`src/rtl/wb_pkg.sv`:
```
// wb_pkg: shared widths and port indices for the write-back arbiter
package wb_pkg;
  localparam int WB_DATA_W = 32;
  localparam int WB_ADDR_W = 5;
  localparam logic PORT_ALU = 1'b0;
  localparam logic PORT_MC = 1'b1;
endpackage

```
`src/rtl/wb_port_arb_if.sv`:
```
// wb_port_arb_if: two requester ports (valid/ready/addr/data) plus register-file write port and busy; slave = arbiter, master = requesters
interface wb_port_arb_if import wb_pkg::*; #(
  parameter int DATA_W = WB_DATA_W,
  parameter int ADDR_W = WB_ADDR_W
) ();
  logic              in0_valid, in1_valid;
  logic              in0_ready, in1_ready;
  logic [ADDR_W-1:0] in0_addr, in1_addr;
  logic [DATA_W-1:0] in0_data, in1_data;
  logic              wr_en;
  logic [ADDR_W-1:0] wr_addr;
  logic [DATA_W-1:0] wr_data;
  logic              busy;
  modport master (
    output in0_valid, in0_addr, in0_data, in1_valid, in1_addr, in1_data,
    input  in0_ready, in1_ready, wr_en, wr_addr, wr_data, busy
  );
  modport slave (
    input  in0_valid, in0_addr, in0_data, in1_valid, in1_addr, in1_data,
    output in0_ready, in1_ready, wr_en, wr_addr, wr_data, busy
  );
endinterface

```
`src/rtl/MUX2_n.sv`:
```
// MUX2_n: N-bit two-input mux (a, b, s -> y), y = s ? b : a
module MUX2_n #(
  parameter int N = 1
) (
  input  logic [N-1:0] a,
  input  logic [N-1:0] b,
  input  logic         s,
  output logic [N-1:0] y
);
  assign y = s ? b : a;
endmodule

```
`src/rtl/wb_slot.sv`:
```
// wb_slot: one-entry write buffer (clk, reset, load/clr strobes, addr_i/data_i in; full/addr/data out)
module wb_slot import wb_pkg::*; #(
  parameter int DATA_W = WB_DATA_W,
  parameter int ADDR_W = WB_ADDR_W
) (
  input  logic              clk,
  input  logic              reset,
  input  logic              load,
  input  logic              clr,
  input  logic [ADDR_W-1:0] addr_i,
  input  logic [DATA_W-1:0] data_i,
  output logic              full,
  output logic [ADDR_W-1:0] addr,
  output logic [DATA_W-1:0] data
);
  logic              full_q, full_d;
  logic [ADDR_W-1:0] addr_q, addr_d;
  logic [DATA_W-1:0] data_q, data_d;
  always_comb begin
    full_d = load ? 1'b1 : clr ? 1'b0 : full_q;
    addr_d = load ? addr_i : addr_q;
    data_d = load ? data_i : data_q;
  end
  always_ff @(posedge clk) begin
    if (reset) begin
      full_q <= 1'b0;
      addr_q <= '0;
      data_q <= '0;
    end else begin
      full_q <= full_d;
      addr_q <= addr_d;
      data_q <= data_d;
    end
  end
  assign full = full_q;
  assign addr = addr_q;
  assign data = data_q;
endmodule

```
`src/rtl/wb_port_arb.sv`:
```
// wb_port_arb: round-robin write-back arbiter (clk, reset, bus slave modport); WB_ARB_ZERO_FILTER_EN drains addr-0 entries without wr_en
module wb_port_arb import wb_pkg::*; #(
  parameter int DATA_W = WB_DATA_W,
  parameter int ADDR_W = WB_ADDR_W
) (
  input logic         clk,
  input logic         reset,
  wb_port_arb_if.slave bus
);
  logic              full0, full1, both, any, g;
  logic [ADDR_W-1:0] addr0, addr1, sel_addr;
  logic [DATA_W-1:0] data0, data1, sel_data;
  logic              wr_en_q, wr_en_d, rr_q, rr_d;
  logic [ADDR_W-1:0] wr_addr_q, wr_addr_d;
  logic [DATA_W-1:0] wr_data_q, wr_data_d;
  assign both = full0 && full1;
  assign any = full0 || full1;
  // port 1 wins when it is alone, or when contended and rr points at it
  assign g = full1 && (!full0 || rr_q == PORT_MC);
  wb_slot #(.DATA_W(DATA_W), .ADDR_W(ADDR_W)) u_slot0 (
    .clk(clk), .reset(reset),
    .load(bus.in0_valid && !full0), .clr(full0 && g == PORT_ALU),
    .addr_i(bus.in0_addr), .data_i(bus.in0_data),
    .full(full0), .addr(addr0), .data(data0)
  );
  wb_slot #(.DATA_W(DATA_W), .ADDR_W(ADDR_W)) u_slot1 (
    .clk(clk), .reset(reset),
    .load(bus.in1_valid && !full1), .clr(full1 && g == PORT_MC),
    .addr_i(bus.in1_addr), .data_i(bus.in1_data),
    .full(full1), .addr(addr1), .data(data1)
  );
  MUX2_n #(.N(ADDR_W)) u_mux_addr (.a(addr0), .b(addr1), .s(g), .y(sel_addr));
  MUX2_n #(.N(DATA_W)) u_mux_data (.a(data0), .b(data1), .s(g), .y(sel_data));
  always_comb begin
`ifdef WB_ARB_ZERO_FILTER_EN
    wr_en_d = any && (sel_addr != '0);
`else
    wr_en_d = any;
`endif
    wr_addr_d = wr_en_d ? sel_addr : wr_addr_q;
    wr_data_d = wr_en_d ? sel_data : wr_data_q;
    rr_d = both ? !g : rr_q;
  end
  always_ff @(posedge clk) begin
    if (reset) begin
      wr_en_q <= 1'b0;
      wr_addr_q <= '0;
      wr_data_q <= '0;
      rr_q <= PORT_ALU;
    end else begin
      wr_en_q <= wr_en_d;
      wr_addr_q <= wr_addr_d;
      wr_data_q <= wr_data_d;
      rr_q <= rr_d;
    end
  end
  assign bus.in0_ready = !full0;
  assign bus.in1_ready = !full1;
  assign bus.wr_en = wr_en_q;
  assign bus.wr_addr = wr_addr_q;
  assign bus.wr_data = wr_data_q;
  assign bus.busy = full0 || full1 || wr_en_q;
endmodule

```
`src/flat_wrapper.sv`:
```
// flat-port wrapper written by rule: the top's interface ports become plain ports
module wb_port_arb_flat import wb_pkg::*;
#(
  parameter int DATA_W = WB_DATA_W,
  parameter int ADDR_W = WB_ADDR_W
)
  (clk, reset, bus_in0_valid, bus_in0_addr, bus_in0_data, bus_in1_valid, bus_in1_addr, bus_in1_data, bus_in0_ready, bus_in1_ready, bus_wr_en, bus_wr_addr, bus_wr_data, bus_busy);
  wb_port_arb_if #(.DATA_W(DATA_W), .ADDR_W(ADDR_W)) bus_i ();
  input logic clk;
  input logic reset;
  input wire logic [$bits(bus_i.in0_valid)-1:0] bus_in0_valid;
  input wire logic [$bits(bus_i.in0_addr)-1:0] bus_in0_addr;
  input wire logic [$bits(bus_i.in0_data)-1:0] bus_in0_data;
  input wire logic [$bits(bus_i.in1_valid)-1:0] bus_in1_valid;
  input wire logic [$bits(bus_i.in1_addr)-1:0] bus_in1_addr;
  input wire logic [$bits(bus_i.in1_data)-1:0] bus_in1_data;
  output wire logic [$bits(bus_i.in0_ready)-1:0] bus_in0_ready;
  output wire logic [$bits(bus_i.in1_ready)-1:0] bus_in1_ready;
  output wire logic [$bits(bus_i.wr_en)-1:0] bus_wr_en;
  output wire logic [$bits(bus_i.wr_addr)-1:0] bus_wr_addr;
  output wire logic [$bits(bus_i.wr_data)-1:0] bus_wr_data;
  output wire logic [$bits(bus_i.busy)-1:0] bus_busy;
  assign bus_i.in0_valid = bus_in0_valid;
  assign bus_i.in0_addr = bus_in0_addr;
  assign bus_i.in0_data = bus_in0_data;
  assign bus_i.in1_valid = bus_in1_valid;
  assign bus_i.in1_addr = bus_in1_addr;
  assign bus_i.in1_data = bus_in1_data;
  assign bus_in0_ready = bus_i.in0_ready;
  assign bus_in1_ready = bus_i.in1_ready;
  assign bus_wr_en = bus_i.wr_en;
  assign bus_wr_addr = bus_i.wr_addr;
  assign bus_wr_data = bus_i.wr_data;
  assign bus_busy = bus_i.busy;
  wb_port_arb #(.DATA_W(DATA_W), .ADDR_W(ADDR_W)) u_core (.clk(clk), .reset(reset), .bus(bus_i));
endmodule
```
`config.mk`:
```
export PLATFORM = sky130hd
export DESIGN_NAME = wb_port_arb_flat
export DESIGN_NICKNAME = d
export VERILOG_FILES = /design/src/rtl/wb_pkg.sv /design/src/rtl/wb_port_arb_if.sv /design/src/rtl/MUX2_n.sv /design/src/rtl/wb_slot.sv /design/src/rtl/wb_port_arb.sv /design/src/flat_wrapper.sv
export SDC_FILE = /design/constraint.sdc
export NUM_CORES = 1
export LEC_CHECK = 0
export BUFFER_PORTS_ARGS = -buffer_cell sky130_fd_sc_hd__buf_4
export CAP_MARGIN = 10
export CORE_MARGIN = 8
export CORE_UTILIZATION = 51
export CTS_CLUSTER_DIAMETER = 50
export DETAILED_ROUTE_END_ITERATION = 8
export PLACE_DENSITY = 0.77
export SLEW_MARGIN = 20
export SYNTH_ARGS = -nofsm -noshare
export SYNTH_HDL_FRONTEND = slang
export SYNTH_SLANG_ARGS = --single-unit
```
`constraint.sdc`:
```
create_clock -name clk -period 1.9 [get_ports clk]
set_input_delay 0 -clock clk [delete_from_list [all_inputs] [get_ports clk]]
set_output_delay 0 -clock clk [all_outputs]
set_load 0.01 [all_outputs]
```
## After elaboration in Yosys (flattened, before gate mapping)

Index checks and enable logic that the tools add are counted.

- Mux-type cells: 6
- Bitwise gates (word level): 1
- Reduce and logical (&&, ||, !) cells: 14

Operator list:

| kind | count |
|---|---|
| two-way mux 32 bit | 1 |
| logical AND 1 bit | 6 |
| two-way mux 5 bit | 1 |
| two-way mux 1 bit | 4 |
| nonzero test 2 bit | 2 |
| logical NOT 1 bit | 3 |
| logical OR 1 bit | 3 |
| inverter 1 bit | 1 |

- Flip-flop bits (word level): 115
- Bits of input ports: 78
- Output and inout port bits: 41
- Word-level logic and storage cells: 31

## Logic depth before layout (Yosys ltp)

Gate-level depths: netlist of run 1.

- Word-level depth: 7
- Gate-level depth with buffers: 6
- Gate-level depth less buffers: 3

## By module

Synthesis of run 1 repeated with hierarchy kept, for this count alone.

- Cell total of the unflattened synthesis: 469
- Area, all modules: 4989.8 um2

Modules (own cells, without submodules):

| module | times used | cells each | area each (um2) | seq. area each (um2) |
|---|---|---|---|---|
| wb_slot | 2 | 123 | 1361.3 | 760.7 |
| wb_port_arb | 1 | 182 | 1666.6 | 780.7 |
| MUX2_n at u_core.u_mux_data | 1 | 36 | 544.3 | 0.0 |
| MUX2_n at u_core.u_mux_addr | 1 | 5 | 56.3 | 0.0 |

## Worst setup path after synthesis of run 1

No wires, ideal clock.

- Path type: register to register
- Start point: register u_core.u_slot1.full_q, in the netlist u_core.u_slot1.full
- End point: register u_core.wr_data_q[10], in the netlist u_core.bus.wr_data[10]
- Library setup time: 123 ps
- Data arrival time: 1216 ps
- Data required time: 1777 ps
- Path slack: 561 ps
- Cell stages (with the launch flop): 7
- Path buffers: 3
- Clock period less this slack: 1339 ps
- Cell sequence: dfxtp_1 -> buf_6 -> nor2b_4 -> buf_6 -> clkbuf_2 -> and3_1 -> a221o_2

- Word-level cells in the longest chain between the ends: 2
- Elaborated cells between the ends (all ways): 3
- Those cells by class: mux: 1; reduce/logical: 2

RTL lines:

| element | line | RTL |
|---|---|---|
| from (decl) | wb_slot.sv:16 | `logic full_q, full_d;` |
| from (signal assigned) | wb_slot.sv:30 | `full_q <= full_d;` |
| logical AND 1 bit | wb_port_arb.sv:19 | `assign g = full1 && (!full0 \|\| rr_q == PORT_MC);` |
| two-way mux 32 bit | MUX2_n.sv:10 | `assign y = s ? b : a;` |
| to (signal assigned) | wb_port_arb.sv:53 | `wr_data_q <= wr_data_d;` |
| to (decl) | wb_port_arb.sv:15 | `logic [DATA_W-1:0] wr_data_q, wr_data_d;` |

Several ways; a longest one is shown, not always the timed one.
A chain may end at the register's enable or synchronous reset.

## Worst setup path after layout of run 1

- Start point: register u_core.u_slot0.full_q, in the netlist u_core.u_slot0.full
- End point: register u_core.u_slot0.data_q[12], in the netlist u_core.u_slot0.data[12]

- Word-level cells in the longest chain between the ends: 2

RTL lines:

| element | line | RTL |
|---|---|---|
| from (decl) | wb_slot.sv:16 |  |
| from (signal assigned) | wb_slot.sv:30 |  |
| logical NOT 1 bit | wb_port_arb.sv:22 | `.load(bus.in0_valid && !full0), .clr(full0 && g == PORT_ALU),` |
| logical AND 1 bit | wb_port_arb.sv:22 |  |
| to (signal assigned) | wb_slot.sv:32 | `data_q <= data_d;` |
| to (decl) | wb_slot.sv:18 | `logic [DATA_W-1:0] data_q, data_d;` |

No other way between the ends.

==> out/results.txt, run 1 <==
Port Buf Inserts: 118
met3 routed WL: 940 um
WL final: 13550 um
worst path arrival time: 2.24 ns
hold crit path type: in2reg
Gate Count Post-Synth: 469
WL met2: 7219 um
Worst-path clk slew: 0.06 ns
setup bufs post-CTS: 0
commonest non-fill, non-tap cell in the layout: nand2_1
FF-to-FF path depth: 6
Fin Setup TNS: 0 ns
Slew headroom: 50.80%
Yosys warning count: 0
vias per inst: 5.406
share of cells above drive strength 1: 29.28%
vias in the first global route: 4547
PwrDens: 935.0 mW/mm^2
CP max FO: 27
final setup fails: 0
row count: 33
status: completed
# Max-Cap Violations: 0
CTS sink count: 115
total gr overflow: 0
Pins Over Slew Limit: 0
final standard cell area without fillers: 0.006569 mm^2
leakage power: 0.002966 uW
RSZ-0062 raised after global routing: no
Root Buffer: clkbuf_8
initial antenna violation count: 1
DRC viols: 0
DPL Wire Length: 7883 um
Avg Cell Area, Syn: 9.065 um^2
period utilization: 94.64%
Synth area leader: dfxtp_1
pin count of the biggest net entering global routing: 45
Final Util: 80.76%
clk_lat worst skew: 0.50 ns
Syn Nets: 547
chip width: 107.3 um
GP Congestion: 0.7769
CP endpoint kind: flop
sequential element share of the synthesized area: 54.15%
first-pass GRT wire length: 21900 um
Detailed Routing Iterations Pass 1: 5
Worst-Margin Slew: 0.7356 ns
core footprint: 0.008134 mm^2
nets@finish: 748
number of DRC markers in iteration 0: 212
die area: 0.01151 mm^2
area occupied by multi-input gates: 0.001695 mm^2
Yosys reg bits: 115
final antenna-violating net count: 0
fmax: 0.5561 GHz
# IOs: 119
most frequent cells in the layout: nand2_1, buf_4, dfxtp_1
DP Area: 0.005162 mm^2
synth top area cells: dfxtp_1, nand2_1, a21oi_1, a221o_2, and3_1
CTS tree: done
Yosys top cell area share: 54.15%
cts bufs inserted: 17
CP Launch Type: flop
drt wl/cell: 17.15 um
Post-Syn Area: 0.004252 mm^2
Final Hold Fails: 0
height of the die: 107.3 um
GRT Total Usage: 23.93%
fillers: 489
Hold Crit Depth: 5
H-tree depth: 4
Worst Path Required: 2.34 ns
Area Growth Syn to Fin: 54.50%
maximum VDD drop: 0.6552 mV
met1 WL: 5087 um
Initial Utilization: 52.27%
Clock Skew: 0.008162 ns
Top Metal Used: met4
Reg area: 0.002302 mm^2
clock buffer depth: 2
Worst Setup Path Type: reg2reg
Final min period: 1.798 ns
via count: 4271
Synth cell types: 23
cell families after synthesis:
logic type,share of synthesized area (%)
compound gates,19.36
simple gates,20.25
buf+inv,6.239
flops,54.15
report_power, final:
part	switching (uW)	internal [uW]	leakage, uW
logic	337	388	0.00177
registers	71.0	2540	0.000941
clock network	1060	1750	0.000257
final cells by class:
type	instances	area share, %
clock inverter	11	1.333
inverter	2	0.1143
timing repair buffer	222	28.93
sequential	115	35.05
clock buffer	21	6.686
multi-input combinational	312	25.81
tap	105	2.000
antenna	2	0.07619
routing by layer:
| metal | track usage, % | vias up |
|---|---|---|
| met2 | 42.72 | 180 |
| li1 | - | 2026 |
| met3 | 7.784 | 30 |
| met5 | 0 | - |
| met1 | 25.05 | 2035 |
| met4 | 10.55 | 0 |
final timing paths:
path / end / slack, ns / from
worst min-delay path: u_core.u_slot0.data[28] / 0.03 / bus_in0_valid
worst max register to register: u_core.u_slot0.data[12] / 0.10 / u_core.u_slot0.full
worst min register to register: u_core.u_slot1.data[15] / 0.45 / u_core.u_slot1.data[15]
worst max-delay path: u_core.u_slot0.data[12] / 0.10 / u_core.u_slot0.full
cell usage after synthesis:
library cell	n
nand2_1	148
a211oi_4	1
buf_2	14
nand2b_1	3
buf_6	11
nor3_2	1
clkbuf_1	8
clkbuf_2	3
o21ai_0	1
a221o_1	7
or3_1	2
buf_4	1
inv_2	1
nand3_1	1
and3_1	37
a21oi_1	78
dfxtp_1	115
a221o_2	30
inv_1	1
nor2b_4	1
and2b_1	1
buf_1	3
nor2b_1	1
per-stage QoR:
stage	total power, uW	std cells	hold slack [ns]	worst slack, ns
2_1_floorplan	2951	469	0.1360	0.5614
3_3_place_gp	3199	669	0.2465	0.2657
3_5_place_dp	3221	669	0.2578	0.2020
4_1_cts	6136	788	0.001614	0.07839
6_report	6142	790	0.02583	0.1018
5_1_grt	6370	789	0.03824	0.02314
flip-flops by register name, summed over array words and instances, names as in the netlist:
register and cells:
u_core.u_slot1.data 32, u_core.u_slot0.addr 5, u_core.u_slot0.data 32, u_core.bus.wr_addr 5, u_core.rr_q 1, u_core.bus.wr_en 1, u_core.bus.wr_data 32, u_core.u_slot1.full 1
u_core.u_slot1.addr 5, u_core.u_slot0.full 1
what timing repair did:
item | 4_1_cts | 5_1_grt
setup endpoints to repair | 0 | 10
hold buffers | 87 | 0
resized for setup | 0 | 1
hold endpoints to repair | 74 | 0
worst max-delay path, cell delays in order, from the launching register on:
cell and delay, ns:
dfxtp_1 0.34, buf_4 0.16, nand2b_1 0.15, buf_6 0.25
nand2_1 0.08, a21oi_1 0.17, dlygate4sd3_1 0.58
Power figures use the tool's default switching activity.
==> run 2, diff against run 1 <==
- REMOVE_ABC_BUFFERS: unset -> 1
==> run 2 against run 1 <==
- clock power rose by 28%
- non-clock buffer count fell by 1
- register-to-register slack got worse by 0.05 ns
- setup slack got worse by 0.050 ns
- die area did not move
- critical endpoint is now u_core.u_slot1.data[29]
==> out/results.txt, run 2 (synthesis results as in run 1) <==
status: completed
Port Buf Inserts: 118 (unchanged)
CP max FO: 15 (-44%)
share of power burned in registers: 37.6% (-4.9 points)
Final Hold Fails: 0 (unchanged)
vias per inst: 5.417 (+0.19%)
CTS sink count: 115 (unchanged)
height of the die: 107.3 um (unchanged)
sw frac: 21.30% (-2.6 points)
via count: 4252 (-0.44%)
RSZ-0062 raised after global routing: no
Clock power frac: 51.9% (+6.2 points)
reg2reg end: u_core.u_slot1.data[29]
sw power: 1480 uW (+0.73%)
fmax: 0.5411 GHz (-2.7%)
Worst-Margin Slew: 0.7710 ns (+0.03548 ns)
RR Startpoint: u_core.u_slot1.full
Initial Utilization: 52.27% (unchanged)
GP Congestion: 0.8109 (+4.4%)
clk_lat worst skew: 0.51 ns (about the same)
Root Buffer: clkbuf_8
leakage power: 0.003042 uW (+2.6%)
total power: 6950 uW (+13%)
core footprint: 0.008134 mm^2 (unchanged)
final setup fails: 0 (unchanged)
clock buffer depth: 2 (unchanged)
Detailed Routing Iterations Pass 1: 5 (unchanged)
first-pass GRT wire length: 22200 um (+1.4%)
DRC viols: 0 (unchanged)
combinational power share: 10.5% (-1.3 points)
H-tree depth: 4 (unchanged)
setup bufs post-CTS: 0 (unchanged)
Area Growth Syn to Fin: 58.33%
Internal Pwr Total: 5470 uW (+17%)
final antenna-violating net count: 0 (unchanged)
non-filler instance count after layout: 785 (-0.63%)
vias in the first global route: 4495 (-1.1%)
cts bufs inserted: 17 (unchanged)
Hold Crit Depth: 5 (unchanged)
min setup slack post-route: 0.05190 ns (-0.04993 ns)
Worst-path clk slew: 0.05 ns (about the same)
period utilization: 97.27% (+2.6 points)
# IOs: 119 (unchanged)
number of DRC markers in iteration 0: 234 (+10%)
maximum VDD drop: 0.8693 mV (+33%)
Worst Path Required: 2.36 ns (+0.02 ns)
commonest non-fill, non-tap cell in the layout: nand2_1
row count: 33 (unchanged)
DPL Wire Length: 7939 um (+0.72%)
nets@finish: 747 (-0.13%)
antenna cell count: 0 (-2)
placed cell count: 666 (-0.45%)
share of cells above drive strength 1: 29.26% (about the same)
most frequent cells in the layout: nand2_1, buf_4, dfxtp_1
fillers: 436 (-11%)
GRT Total Usage: 24.31% (+0.38 points)
worst hold start: bus_in0_valid
CTS tree: done
# Max-Cap Violations: 0 (unchanged)
Final min period: 1.848 ns (+0.04993 ns)
die area: 0.01151 mm^2 (unchanged)
CP Launch Type: flop
FF-to-FF path depth: 4 (-2)
Reg2Reg Setup Slack: 0.05 ns (-0.05 ns)
initial antenna violation count: 0 (-1)
pin count of the biggest net entering global routing: 61 (+36%)
pre-CTS setup slack: 0.1864 ns (-0.01561 ns)
Worst Setup Path Type: reg2reg
drt wl/cell: 17.47 um (+1.9%)
worst path arrival time: 2.31 ns (+0.07 ns)
Fin Setup TNS: 0 ns (unchanged)
Clock Skew: 0.005591 ns (-0.002571 ns)
chip width: 107.3 um (unchanged)
WL final: 13710 um (+1.2%)
Hold Path Sink: u_core.u_slot0.addr[0]
PwrDens: 1032 mW/mm^2 (+10%)
CP endpoint kind: flop
hold crit path type: in2reg
total gr overflow: 0 (unchanged)
Pins Over Slew Limit: 0 (unchanged)
Slew headroom: 48.43% (-2.4 points)
-- run 2: critical path, stage by stage (launching register included) --
cell and delay, ns:
dfxtp_1 0.52, nand2b_2 0.43, nand2_1 0.13, a21oi_1 0.17, dlygate4sd3_1 0.55
-- run 2: per-stage QoR --
step	utilization (%)	hold WS (ns)	cell area [um^2]
after global placement	63.56	0.2489	5170
after detailed placement	63.56	0.2554	5170
final	82.76	0.02286	6731
after floorplan	-	0.06907	3994
after global routing	82.76	0.03820	6731
after CTS	82.68	0.01155	6725
-- run 2: layout make-up --
| type | count | area [um^2] | area share, % |
|---|---|---|---|
| sequential | 115 | 2303 | 34.22 |
| multi-input combinational | 312 | 1702 | 25.28 |
| tap | 105 | 131.4 | 1.952 |
| inverter | 2 | 7.507 | 0.1115 |
| clock inverter | 11 | 232.7 | 3.457 |
| timing repair buffer | 221 | 1923 | 28.57 |
| clock buffer | 19 | 431.7 | 6.413 |
-- run 2: worst max-delay path by stage --
stage,from,end,slack [ns],cells past startpoint
final,u_core.u_slot1.full,u_core.u_slot1.data[29],0.05,4
after detailed placement,u_core.u_slot0.full,u_core.bus.wr_data[1],0.19,4
after floorplan,u_core.u_slot1.full,u_core.bus.wr_addr[0],-0.001,2
after CTS,u_core.u_slot0.full,u_core.u_slot0.data[15],0.08,6
after global routing,u_core.u_slot1.full,u_core.u_slot1.data[25],0.003,4
after global placement,u_core.u_slot1.full,u_core.bus.wr_data[19],0.26,3
-- run 2: power groups by stage --
| stage | Clock, uW | Sequential, uW | Combinational, uW |
|---|---|---|---|
| 2_1_floorplan | 0 | 2650 | 225 |
| 3_3_place_gp | 0 | 2650 | 553 |
| 3_5_place_dp | 0 | 2660 | 566 |
| 4_1_cts | 3630 | 2610 | 717 |
| 5_1_grt | 3750 | 2630 | 791 |
| 6_report | 3600 | 2610 | 732 |
-- run 2: timing repair --
item                                   CTS  global route
hold buffers                            89             0
endpoints found under the hold margin   78             0
setup endpoints to repair                0            14
gates resized for setup                  0             3
-- run 2: metal layers --
metal  part of all wire (%)  wire length, um  global-route usage [%]
met5                      0                0                       0
met4                    2.1              283                   10.45
met3                    8.0             1097                   7.725
met2                     51             6935                   42.06
met1                     39             5396                   26.77
==> run 3, diff against run 2 <==
- CTS_BUF_LIST: unset -> sky130_fd_sc_hd__clkbuf_16
==> run 3 against run 2 <==
- clock skew barely moved
- cell count did not move
- via count rose by 0.61%
- flip-flop and latch count did not move
- count of clock-buffer cells in the layout fell by 2
- die area did not move
- global-route usage fell by 0.16 points
- power rose by 0.13%
- cell area barely moved
- critical path type unchanged
==> out/results.txt, run 3 (synthesis results as in run 1) <==
maximum VDD drop: 0.7959 mV (-8.4%)
Area Growth Syn to Fin: 58.36% (about the same)
vias per inst: 5.450 (+0.61%)
DRC viols: 0 (unchanged)
share of cells above drive strength 1: 29.12% (-0.15 points)
Reg2Reg Setup Slack: 0.06 ns (about the same)
Worst-path clk slew: 0.05 ns (about the same)
CP max FO: 15 (unchanged)
core footprint: 0.008134 mm^2 (unchanged)
# Max-Cap Violations: 0 (unchanged)
worst hold start: bus_in0_valid
GP Congestion: 0.8109 (unchanged)
non-filler instance count after layout: 785 (unchanged)
first-pass GRT wire length: 21980 um (-0.96%)
CTS sink count: 115 (unchanged)
H-tree depth: 4 (unchanged)
Hold Crit Depth: 4 (-1)
row count: 33 (unchanged)
fmax: 0.5443 GHz (+0.59%)
WL final: 13680 um (-0.28%)
leakage power: 0.003046 uW (+0.12%)
Clock Skew: 0.005829 ns (+0.0002383 ns)
final antenna-violating net count: 0 (unchanged)
reg2reg end: u_core.u_slot1.data[29]
Pins Over Slew Limit: 0 (unchanged)
Final Hold Fails: 0 (unchanged)
GRT Total Usage: 24.15% (-0.16 points)
Final min period: 1.837 ns (-0.01077 ns)
DP Area: 0.005170 mm^2 (unchanged)
height of the die: 107.3 um (unchanged)
cts bufs inserted: 17 (unchanged)
pin count of the biggest net entering global routing: 61 (unchanged)
fillers: 426 (-2.3%)
Port Buf Inserts: 118 (unchanged)
placed cell count: 666 (unchanged)
number of DRC markers in iteration 0: 172 (-26%)
initial antenna violation count: 0 (unchanged)
Worst Setup Path Type: reg2reg
setup bufs post-CTS: 0 (unchanged)
CP Launch Type: flop
Fin Setup TNS: 0 ns (unchanged)
PwrDens: 1034 mW/mm^2 (+0.11%)
die area: 0.01151 mm^2 (unchanged)
hold crit path type: in2reg
final standard cell area without fillers: 0.006733 mm^2 (about the same)
Hold Path Sink: u_core.u_slot0.full
CTS tree: done
period utilization: 96.70% (-0.57 points)
clock buffer depth: 2 (unchanged)
final setup fails: 0 (unchanged)
Initial Utilization: 52.27% (unchanged)
Root Buffer: clkbuf_16
status: completed
# IOs: 119 (unchanged)
most frequent cells in the layout: nand2_1, buf_4, dfxtp_1
FF-to-FF path depth: 4 (unchanged)
Final Util: 82.77% (about the same)
Worst Path Required: 2.25 ns (-0.11 ns)
RR Startpoint: u_core.u_slot1.full
nets@finish: 747 (unchanged)
antenna cell count: 0 (unchanged)
Slew headroom: 49.14% (+0.71 points)
total gr overflow: 0 (unchanged)
clk_lat worst skew: 0.40 ns (-0.11 ns)
drt wl/cell: 17.42 um (-0.28%)
commonest non-fill, non-tap cell in the layout: nand2_1
RSZ-0062 raised after global routing: no
chip width: 107.3 um (unchanged)
Worst-Margin Slew: 0.7605 ns (-0.01058 ns)
DPL Wire Length: 7939 um (unchanged)
vias in the first global route: 4457 (-0.85%)
CP endpoint kind: flop
via count: 4278 (+0.61%)
Detailed Routing Iterations Pass 1: 4 (-1)
worst path arrival time: 2.18 ns (-0.13 ns)
crit path from: u_core.u_slot1.full
## run 3: stage by stage
step	setup slack (ns)	hold WS [ns]	total power (uW)
2_1_floorplan	-0.0009875	0.06907	2876
3_3_place_gp	0.2595	0.2489	3208
3_5_place_dp	0.1864	0.2554	3224
4_1_cts	0.07598	0.1251	6962
5_1_grt	0.003769	0.1483	7181
6_report	0.06267	0.1133	6959
## run 3: report_power, final
part / switching, uW / internal [uW] / leakage, uW
clock network: 1060 / 2550 / 0.000327
logic: 338 / 393 / 0.00178
registers: 75.8 / 2540 / 0.000941
## run 3: worst max-delay path by stage
stage | to | cells past startpoint
floorplan | u_core.bus.wr_addr[0] | 2
global placement | u_core.bus.wr_data[19] | 3
detailed placement | u_core.bus.wr_data[1] | 4
CTS | u_core.u_slot0.data[15] | 6
global route | u_core.u_slot1.data[25] | 4
finish | u_core.u_slot1.data[29] | 4
## run 3: layout make-up
class	instances	area [um^2]	area share (%)
well taps	105	131.4	1.951
clock inverters	13	240.2	3.568
repair buffers	221	1923	28.56
clock buffers	17	425.4	6.319
inverters	2	7.507	0.1115
multi-input cells	312	1702	25.27
flip-flops and latches	115	2303	34.21
## run 3: repair_timing
action                     CTS  global route
resized for setup            0             3
hold buffers                89             0
setup endpoints to repair    0            14
hold endpoints to repair    77             0
## run 3: worst max-delay path, cell delays in order (launching register included)
cell and delay (ns):
dfxtp_1 0.51, nand2b_2 0.42, nand2_1 0.12, a21oi_1 0.17
dlygate4sd3_1 0.56
## run 3: per-layer routing
layer	track usage (%)	vias up	share of wire, %
met5	0	-	0
met4	8.844	0	1.8
met3	8.503	28	8.9
met2	41.44	197	50
met1	26.91	2034	39
li1	-	2019	-
